--- config.mk ---
export PLATFORM = sky130hd
export DESIGN_NAME = clk_div_ctrl
export DESIGN_NICKNAME = d
export VERILOG_FILES = /design/src/rtl/clk_div_ctrl.sv
export SDC_FILE = /design/constraint.sdc
export NUM_CORES = 1
export LEC_CHECK = 0
export CAP_MARGIN = 10
export CORE_UTILIZATION = 50
export CTS_BUF_LIST = sky130_fd_sc_hd__clkbuf_8 sky130_fd_sc_hd__clkbuf_16
export CTS_CLUSTER_DIAMETER = 60
export DETAILED_ROUTE_END_ITERATION = 10
export MAX_ROUTING_LAYER = met4
export PLACE_DENSITY = 0.76
export SLEW_MARGIN = 15
export SYNTH_ARGS = -nofsm -noshare
export SYNTH_HDL_FRONTEND = slang
export SYNTH_SLANG_ARGS = --single-unit
--- constraint.sdc ---
create_clock -name clk -period 4 [get_ports clk]
set_clock_uncertainty 0.05 [all_clocks]
set_input_delay 1.2 -clock clk [delete_from_list [all_inputs] [get_ports clk]]
set_output_delay 1.2 -clock clk [all_outputs]
set_load 0.1 [all_outputs]
--- src/rtl/clk_div_ctrl.sv ---
// Programmable clock divider with a valid/ready divisor port.
// A new divisor takes effect only at a period boundary, so the output never shows a short or stretched phase.
module clk_div_ctrl #(
  parameter int W           = 8,
  parameter int DEFAULT_DIV = 5
) (
  input  logic         clk,
  input  logic         rst,
  input  logic         en,
  input  logic         cfg_valid,
  input  logic [W-1:0] cfg_div,
  output logic         cfg_ready,
  output logic         cfg_err,
  output logic [W-1:0] div_n,
  output logic         clk_div,
  output logic         tick,
  output logic         busy,
  output logic [31:0]  period_cnt,
  output logic [1:0]   state_dbg
);

  // cfg handshake: a divisor transfers on a rising edge where cfg_valid && cfg_ready.
  // cfg_ready is high in IDLE and RUN only; a producer must hold cfg_div stable while cfg_valid is high.
  typedef enum logic [1:0] {
    IDLE = 2'd0,
    RUN  = 2'd1,
    PEND = 2'd2,
    STOP = 2'd3
  } state_t;

  state_t       state_q;
  logic [W-1:0] cnt_q;
  logic [W-1:0] div_q;
  logic [W-1:0] pend_q;
  logic         pend_vld_q;
  logic         clk_div_q;
  logic         cfg_err_q;
  logic [31:0]  period_q;

  logic         accept;
  logic         cfg_legal;
  logic         boundary;
  logic [W-1:0] half_m1;

  always_comb begin
    accept    = cfg_valid && cfg_ready;
    cfg_legal = (cfg_div >= W'(2));
    boundary  = (state_q != IDLE) && (cnt_q == div_q - W'(1));
    half_m1   = (div_q >> 1) - W'(1);
  end

  always_ff @(posedge clk or posedge rst) begin
    if (rst) begin
      state_q    <= IDLE;
      cnt_q      <= '0;
      div_q      <= W'(DEFAULT_DIV);
      pend_q     <= '0;
      pend_vld_q <= 1'b0;
      clk_div_q  <= 1'b0;
      cfg_err_q  <= 1'b0;
      period_q   <= '0;
    end else begin
      cfg_err_q <= accept && !cfg_legal;

      // Counter and waveform run identically in RUN, PEND and STOP.
      if (state_q != IDLE) begin
        if (boundary) begin
          cnt_q     <= '0;
          clk_div_q <= 1'b0;
          period_q  <= period_q + 32'd1;
        end else begin
          cnt_q <= cnt_q + W'(1);
          if (cnt_q == half_m1) clk_div_q <= 1'b1;
        end
      end

      case (state_q)
        IDLE: begin
          if (accept && cfg_legal) div_q <= cfg_div;
          if (en) state_q <= RUN;
        end
        RUN: begin
          if (accept && cfg_legal) begin
            pend_q     <= cfg_div;
            pend_vld_q <= 1'b1;
          end
          if (!en)                       state_q <= STOP;
          else if (accept && cfg_legal)  state_q <= PEND;
        end
        PEND: begin
          if (boundary) begin
            div_q      <= pend_q;
            pend_vld_q <= 1'b0;
            state_q    <= en ? RUN : STOP;
          end else if (!en) begin
            state_q <= STOP;
          end
        end
        STOP: begin
          if (boundary) begin
            if (pend_vld_q) div_q <= pend_q;
            pend_vld_q <= 1'b0;
            state_q    <= IDLE;
          end
        end
        default: state_q <= IDLE;
      endcase
    end
  end

  assign cfg_ready  = (state_q == IDLE) || (state_q == RUN);
  assign busy       = (state_q != IDLE);
  assign tick       = boundary;
  assign cfg_err    = cfg_err_q;
  assign div_n      = div_q;
  assign clk_div    = clk_div_q;
  assign period_cnt = period_q;
  assign state_dbg  = state_q;

endmodule
* Word-level counts from Yosys, hierarchy flattened
Index checks and enable logic that the tools add are counted.
** Word-level totals
- Register bits :: 61
- Bits of input ports :: 12
- Output and inout bits :: 47
- Word-level logic and storage cells :: 64
** Cells by class
- $add $sub $neg :: 4
- Magnitude comparators :: 1
- Equality and inequality tests :: 14
- Muxes and demuxes :: 19
- Reduce and logical (&&, ||, !) cells :: 18
** Operator list (number)
- two-way mux 8 bit :: 5
- adder 32 x 1 -> 32 bit, second input constant :: 1
- one-hot mux 8 bit (3 select lines) :: 1
- equality test 8 bit :: 2
- two-way mux 2 bit :: 7
- inequality test 2 bit, second input constant :: 6
- adder 8 x 1 -> 8 bit, second input constant :: 1
- >= comparator 8 x 2 -> 1 bit, second input constant :: 1
- one-hot mux 2 bit (4 select lines) :: 1
- subtractor 7 x 1 -> 8 bit, second input constant :: 1
- subtractor 8 x 1 -> 8 bit, second input constant :: 1
- inequality test 3 bit, second input constant :: 2
- AND reduction 2 bit :: 3
- nonzero test 2 bit :: 3
- AND reduction 5 bit :: 1
- equality test 2 bit, second input constant :: 2
- logical AND 1 bit :: 4
- two-way mux 1 bit :: 4
- AND reduction 4 bit :: 1
- AND reduction 3 bit :: 1
- nonzero test 3 bit :: 1
- equality test 2 x 1 -> 1 bit, second input constant :: 1
- zero test 2 bit :: 1
- inequality test 2 x 1 -> 1 bit, second input constant :: 1
- other kinds (4) :: 4

* Longest topological paths before layout
Gate-level depths: netlist (run 1).
- Depth after elaboration :: 7
- Gate-level depth with buffers :: 11
- Depth with buffers taken out :: 8

* Worst setup path after synthesis (run 1)
Ideal clock, no wire load.
- Path type :: register to output
- From :: register state_q[1], in the netlist state_dbg[1]
- To :: output port tick
- Data arrival time :: 3.436 ns
- Data required time :: 2.750 ns
- Setup slack :: -0.686 ns
- Stages on the path, launching flop included :: 7
- Buffers on the path :: 2
- Cell sequence :: dfrtp_1 buf_4 nor2_2 inv_4 clkbuf_1 nand2_1 inv_1
** Between the ends
- Word-level cells in the longest chain between the ends :: 2
** RTL lines
- start, declared :: RTL line 31 : state_t state_q;
- start signal, assigned :: RTL line 94 : state_q <= en ? RUN : STOP;
- nonzero test 2 bit
- named net busy :: RTL line 17 : output logic busy,
- logical AND 1 bit :: RTL line 48 : boundary = (state_q != IDLE) && (cnt_q == div_q - W'(1));
- end, declared :: RTL line 16 : output logic tick,
The timed path passes the listed nets, and every way through them passes these cells.

* Worst setup path in the final report (run 1)
- From :: register div_q[0], in the netlist div_n[0]
- To :: output port tick
** Between the ends
- Word-level cells in the longest chain between the ends :: 3
** RTL lines
- start, declared :: RTL line 33 : logic [W-1:0] div_q;
- start signal, assigned :: RTL line 56 : div_q <= W'(DEFAULT_DIV);
- start signal, assigned :: RTL line 79 : if (accept && cfg_legal) div_q <= cfg_div;
- start signal, assigned :: RTL line 92 : div_q <= pend_q;
- subtractor 8 x 1 -> 8 bit :: RTL line 48
- equality test 8 bit :: RTL line 48
- logical AND 1 bit :: RTL line 48
No other way between the ends.

==> results of run 1 <==
[power groups by stage]
| stage | sequential [mW] | clock, mW | combinational (mW) |
|---|---|---|---|
| after global routing | 1.01 | 0.657 | 1.54 |
| after floorplan | 1.36 | 0 | 0.772 |
| after CTS | 0.986 | 0.628 | 1.46 |
| after detailed placement | 0.997 | 0 | 1.44 |
| final | 0.989 | 0.619 | 1.45 |
| after global placement | 0.988 | 0 | 1.42 |
[timing repair]
item                                    4_1_cts  5_1_grt
endpoints found under the setup margin        1        1
resized for setup                             2        1
buffers inserted                              0        0
[cells in the final DEF (no fill, tap or decap), drive strengths merged, types with 3 or more instances in the layout]
| cell | count |
|---|---|
| a21oi | 7 |
| a31oi | 4 |
| and3 | 8 |
| buf | 45 |
| clkbuf | 10 |
| clkdlybuf4s50 | 18 |
| clkinv | 3 |
| dfrtp | 59 |
| ha | 4 |
| inv | 12 |
| mux2 | 17 |
| mux2i | 8 |
| nand2 | 30 |
| nand3 | 19 |
| nand4 | 4 |
| nor2 | 14 |
| nor3 | 22 |
| nor4 | 10 |
| o21ai | 14 |
| or3 | 3 |
| or4 | 5 |
| xnor2 | 24 |
| xor2 | 25 |
[sequential cells by signal, summed over array words and instances (netlist names)]
| register | count |
|---|---|
| period_cnt | 32 |
| cnt_q | 8 |
| div_n | 8 |
| pend_q | 8 |
| state_dbg | 2 |
| cfg_err | 1 |
| clk_div | 1 |
| pend_vld_q | 1 |
[cell usage after synthesis, types with 2 or more instances]
| library cell | instances |
|---|---|
| mux2_2 | 17 |
| xor2_1 | 25 |
| nor2_1 | 13 |
| o2bb2ai_1 | 2 |
| a31oi_1 | 3 |
| nand2b_1 | 2 |
| and4_1 | 2 |
| nor2b_1 | 2 |
| o21a_1 | 2 |
| dfstp_2 | 2 |
| xnor2_1 | 24 |
| buf_2 | 5 |
| a21oi_1 | 7 |
| clkbuf_1 | 6 |
| o21ai_1 | 2 |
| nand3_1 | 17 |
| nand3_2 | 2 |
| inv_1 | 12 |
| or4_1 | 5 |
| o21ai_0 | 12 |
| nand2_1 | 29 |
| dfrtp_1 | 59 |
| nor4_1 | 8 |
| nand4_1 | 3 |
| mux2i_1 | 8 |
| buf_4 | 2 |
| nor3_1 | 21 |
| and3_1 | 7 |
| ha_1 | 4 |
| or3_1 | 3 |
| o211ai_1 | 2 |
[worst max-delay path, cell delays in order, from the launching register on]
cell and delay [ns]:
dfstp_4 0.64, inv_1 0.06, ha_1 0.21, nor2b_1 0.17, or3_1 0.36, a31oi_2 0.23, and3_1 0.24, nand2_2 0.12
clkinvlp_4 0.11, buf_12 0.17
[per-stage QoR]
stage / instances / setup WS, ns
CTS: 472 / 0.02933
floorplan: 331 / 0.05026
detailed placement: 456 / 0.3615
finish: 472 / 0.1033
global placement: 456 / 0.4267
global route: 472 / 0.01185
[final cells by class]
type,instances,area (sq um)
clock buffers,10,137.6
clock inverters,6,86.33
fillers,516,2243
inverters,13,55.05
multi-input cells,242,1723
flip-flops and latches,61,1538
well taps,77,96.34
repair buffers,63,543.0
[layer usage]
| layer | GRT usage [%] | vias up | part of all wire [%] |
|---|---|---|---|
| met5 | - | - | 0 |
| met4 | 8.464 | 0 | 1.2 |
| met3 | 5.539 | 10 | 3.5 |
| met2 | 36.07 | 51 | 49 |
| met1 | 29.39 | 1292 | 46 |
| li1 | - | 1286 | - |
[cell families after synthesis]
family          count (synthesis)  synth area share (%)
mux                            25                 8.055
flops                          61                 45.36
simple gates                  128                 21.42
fa+ha+maj                       4                 1.485
xor+xnor                       49                 12.73
buf+inv                        28                 3.860
compound gates                 36                 7.090
[final timing paths]
| path | depth (start not counted) | startpoint | end |
|---|---|---|---|
| worst max-delay path | 9 | div_n[0]$_DFFE_PP1P_ | tick |
| worst min-delay path | 1 | period_cnt[31]$_DFFE_PP0P_ | period_cnt[31]$_DFFE_PP0P_ |
| worst max register to register | 9 | div_n[0]$_DFFE_PP1P_ | period_cnt[28]$_DFFE_PP0P_ |
| worst min register to register | 1 | period_cnt[31]$_DFFE_PP0P_ | period_cnt[31]$_DFFE_PP0P_ |
| max in group asynchronous | 3 | rst | cnt_q[7]$_DFFE_PP0N_ |
| min in group asynchronous | 2 | rst | period_cnt[16]$_DFFE_PP0P_ |
==> impl_metrics.csv, run 1 <==
group,metric,value,unit
outcome,status,"finished, violations left",
outcome,violations,"DRC",
placed_design,place_area,3944,sq um
critical_path,r2r_setup_slack,0.99,ns
timing,final.period_utilization,97.42,%
timing,setup_viol,0,
drt,routed_via_density,5.591,
yosys,ys_seq_area_share,45.36,%
pwr,comb_power_share,47.5,%
drt,wl_per_cell,15.70,microns
placed_design,hpwl,5155,microns
timing,fin_crit,3.897,ns
clock_network,cts_buffers,9,
die,core,6422,sq um
drt,firstDrtPassIters,7,
timing,rsz0062_at_grt,"false",
critical_path,crit_required,2.75,ns
layout,final_nets,406,
timing,report.final.hold_viol_count,0,
clock_network,postCtsHoldBufs,0,
critical_path,cp.arrival,2.65,ns
pwr,vdd_drop_max,0.0005093,V
pwr,seqPwrFrac,32.3,%
yosys,synth_edf_count,0,
yosys,ys_top_cells_by_area,"dfrtp_1 44%, xor2_1 6.5%, xnor2_1 6.2%",
timing,fmax,0.2566,GHz
yosys,synth_cells,331,
timing,tightestPinTransition,0.9675,ns
timing,whs,0.4166,ns
clock_network,clkTransAtPathRegs,0.07,ns
grt,antenna_found_initial,0,
timing,relSlewSlack,35.30,%
pwr,pwr-share-clk,20.2,%
layout,area_growth_syn_to_layout,23.98,%
timing,final.setup.tns,0,ns
layout,n_antenna_cell,0,
yosys,syn_nets,347,
critical_path,criticalPathCategory,"reg -> out",
yosys,ys_ff_latch,61,
layout,drive_above_1_share,25.32,%
min_path,min_path_type,"reg -> reg",
layout,fin_area,4179,sq um
yosys,ys.flop_type,"dfrtp_1",
placed_design,place_congestion,0.8663,
pwr,sw_frac_of_total,46.53,%
clock_network,cts_tree,"built",
die,die-height,84.11,microns
yosys,synth.distinct_cells,54,
yosys,avgSynthCellArea,10.18,sq um
drt,ant_nets,0,
clock_network,clock_latency,0.34,ns
grt,gr-usage-all-layers,23.12,%
drt,drcViolationCount,2,
layout,postLayoutCoreUtil,65.07,%
drt,routed_wl,7412,microns
grt,grt_overflow_total,0,
grt,grt_max_degree,33,
yosys,syn-cell-area,3371,sq um
pwr,p_total,3.061,mW
pwr,p_int,1.637,mW
grt,grt_pass1_wl,12350,microns
pwr,p_sw,1.424,mW
grt,grt_pass1_vias,2522,
clock_network,root_buffer,"clkbuf_8",
drt,drtIter0Drc,156,
pwr,p_per_area,732.4,nW/um^2
clock_network,clkSinkCount,61,
yosys,synth_top_cell_by_area,"dfrtp_1",
drt,vias,2639,
critical_path,critPathLaunchType,"flip-flop",
critical_path,end_kind,"output port",
die,io_pins,59,
timing,final-max-slew-violation-count,0,
yosys,synth_warnings,0,
die,initial_core_util,52.48,%
die,row_count,29,
yosys,yosys.area.top_type_share,43.80,%
placed_design,port_buffers,58,
pwr,p_leak,1.958,nW
job,drv_cap,0,
critical_path,crit_fanout,5,
die,die_x,84.11,microns
yosys,async_flop_share,100.0,%
clock_network,clockBufferDepth,2,
clock_network,htree_levels,3,
die,dieArea,7074,sq um
(Power assumes the default switching activity.)
==> inputs of run 2 (changes only) <==
CORE_UTILIZATION = 25   (was 50)
PLACE_DENSITY = unset   (was 0.76)
==> run 2 against run 1 <==
Net effect:
- the run now ends clean
- largest power group unchanged
- global-route usage decreased by 10 points
- critical path type unchanged
- non-clock buffer count up 1
- flip-flop and latch count unchanged
- maximum frequency increased by 0.20%
- core utilization fell by 32 points
- wire length is 9.9% higher
- highest routed layer unchanged
==> impl_metrics.csv, run 2 (synthesized netlist as in run 1, its figures left out) <==
group,metric,value,unit
layout,final_cell_mix,"58 x dfrtp_1, 51 x buf_4, 28 x nand2_1, 25 x xor2_1, 24 x xnor2_1",
timing,rsz0062_at_grt,"false",
placed_design,port_buffers,58,
clock_network,clock_latency,0.33,ns
clock_network,clockBufferDepth,2,
grt,gr-usage-all-layers,12.74,%
critical_path,crit_fanout,5,
layout,drive_above_1_share,26.58,%
grt,grt_overflow_total,0,
min_path,min_path_type,"reg -> reg",
outcome,status,"complete, no violations",
grt,antenna_found_initial,0,
grt,grt_max_degree,29,
pwr,p_sw,1.444,mW
timing,final.period_utilization,97.23,%
layout,area_growth_syn_to_layout,28.62,%
clock_network,cts_tree,"built",
timing,fin_crit,3.889,ns
die,row_count,42,
critical_path,rr_worst_depth,9,
critical_path,end_kind,"output port",
placed_design,place_area,4048,sq um
job,drv_cap,0,
pwr,p_leak,1.995,nW
critical_path,cp.arrival,2.64,ns
die,io_pins,59,
timing,relSlewSlack,35.21,%
layout,final_cells,571,
drt,ant_nets,0,
die,dieArea,13950,sq um
drt,routed_wl,8145,microns
clock_network,cts_buffers,9,
layout,final_nets,407,
pwr,vdd_drop_max,0.0003006,V
critical_path,cp-endpoint,"tick",
clock_network,root_buffer,"clkbuf_16",
placed_design,dpl.cell_count,556,
critical_path,critPathMaxStageDelay,0.64,ns
layout,n_antenna_cell,0,
critical_path,reg2reg_from,"div_n[0]$_DFFE_PP1P_",
drt,wl_per_cell,14.26,microns
critical_path,critPathLaunchType,"flip-flop",
layout,largest_reg_flops,32,
pwr,p_int,1.715,mW
clock_network,cts_setup_buffers,0,
layout,fillCellCount,1340,
clock_network,clkTransAtPathRegs,0.05,ns
die,die-height,118.1,microns
critical_path,crit_required,2.75,ns
drt,vias,2625,
critical_path,cp_slowest_cell,"dfstp_4",
die,core,13190,sq um
clock_network,htree_levels,3,
drt,drtIter0Drc,122,
critical_path,r2r_setup_slack,0.93,ns
pwr,comb_power_share,45.9,%
pwr,pwr-share-clk,22.8,%
timing,fmax,0.2571,GHz
timing,final.setup.tns,0,ns
timing,whs,0.4329,ns
placed_design,place_congestion,0.8300,
critical_path,path_cells,"inv_1 > ha_1 > nor2b_1 > or3_1 > a31oi_1 > and3_4 > nand2_2 > clkinvlp_4 > buf_12",
critical_path,criticalPathCategory,"reg -> out",
critical_path,startpoint,"div_n[0]$_DFFE_PP1P_",
grt,grt_pass1_vias,2682,
layout,fin_area,4335,sq um
die,die_x,118.1,microns
die,initial_core_util,25.55,%
drt,firstDrtPassIters,6,
pwr,seqPwrFrac,31.4,%
timing,setup_viol,0,
pwr,p_per_area,728.6,nW/um^2
critical_path,r2r-end,"period_cnt[12]$_DFFE_PP0P_",
timing,report.final.hold_viol_count,0,
grt,grt_pass1_wl,13680,microns
placed_design,hpwl,5849,microns
layout,final_common_cell,"dfrtp_1",
pwr,sw_frac_of_total,45.71,%
clock_network,clkSinkCount,61,
timing,final-max-slew-violation-count,0,
drt,routed_via_density,4.597,
drt,drcViolationCount,0,
timing,tightestPinTransition,0.9688,ns
==> run 2: cell types whose count changed in the layout (fill, tap and decap cells not counted), sizes merged <==
cell,previous run,this run
bufinv,2,0
clkdlybuf4s50,18,12
clkbuf,10,11
clkinv,3,2
buf,45,52
inv,12,13
==> run 2: metal layers <==
layer,global-route usage [%],wire length (microns),vias to the layer above
met5,-,0,-
met4,6.170,181,0
met3,2.277,181,12
met2,20.00,3890,39
met1,15.80,3893,1290
li1,-,-,1284
==> run 2: worst min-delay path by stage <==
stage | endpoint | depth (start not counted) | slack [ns] | start
final | period_cnt[31]$_DFFE_PP0P_ | 1 | 0.43 | period_cnt[31]$_DFFE_PP0P_
after global routing | period_cnt[31]$_DFFE_PP0P_ | 1 | 0.46 | period_cnt[31]$_DFFE_PP0P_
after CTS | period_cnt[31]$_DFFE_PP0P_ | 1 | 0.43 | period_cnt[31]$_DFFE_PP0P_
after detailed placement | period_cnt[31]$_DFFE_PP0P_ | 1 | 0.43 | period_cnt[31]$_DFFE_PP0P_
after global placement | period_cnt[31]$_DFFE_PP0P_ | 1 | 0.42 | period_cnt[31]$_DFFE_PP0P_
after floorplan | pend_q[4]$_DFFE_PP0P_ | 1 | 0.42 | pend_q[4]$_DFFE_PP0P_
==> run 2: cell type report <==
type	count	area (sq um)	share of cell area, %
tap	176	220.2	5.079
clock inverter	4	25.02	0.5772
timing repair buffer	64	523.0	12.06
clock buffer	11	252.7	5.830
multi-input combinational	242	1722	39.71
sequential	61	1538	35.47
inverter	13	55.05	1.270
==> run 2: through the flow <==
| step | total power [mW] | setup WS [ns] | utilization [%] |
|---|---|---|---|
| after global placement | 2.420 | 0.3956 | 30.69 |
| final | 3.159 | 0.1109 | 32.87 |
| after detailed placement | 2.449 | 0.3075 | 30.69 |
| after CTS | 3.185 | 0.03196 | 32.81 |
| after floorplan | 2.135 | 0.05026 | - |
| after global routing | 3.318 | 0.01639 | 32.87 |
==> run 2: power by group through the flow <==
stage	sequential (mW)	combinational, mW	clock, mW
after floorplan	1.36	0.772	0
after global placement	0.989	1.43	0
after detailed placement	0.999	1.45	0
after CTS	0.990	1.46	0.736
after global routing	1.02	1.54	0.762
final	0.991	1.45	0.719
==> run 2: repair_timing <==
| item | 4_1_cts | 5_1_grt |
|---|---|---|
| pin swaps | 0 | 2 |
| hold buffers | 0 | 0 |
| gates resized for setup | 1 | 2 |
| setup endpoints to repair | 1 | 1 |
==> run 2: critical path, delay by kind of cell (launching register included) <==
kind | cells | cell delay [ns]
flip-flops | 1 | 0.64
buffers and inverters | 3 | 0.35
AND/OR/NAND/NOR | 4 | 0.86
AO/OA/AOI/OAI | 1 | 0.26
adder cells (fa/ha/maj) | 1 | 0.21
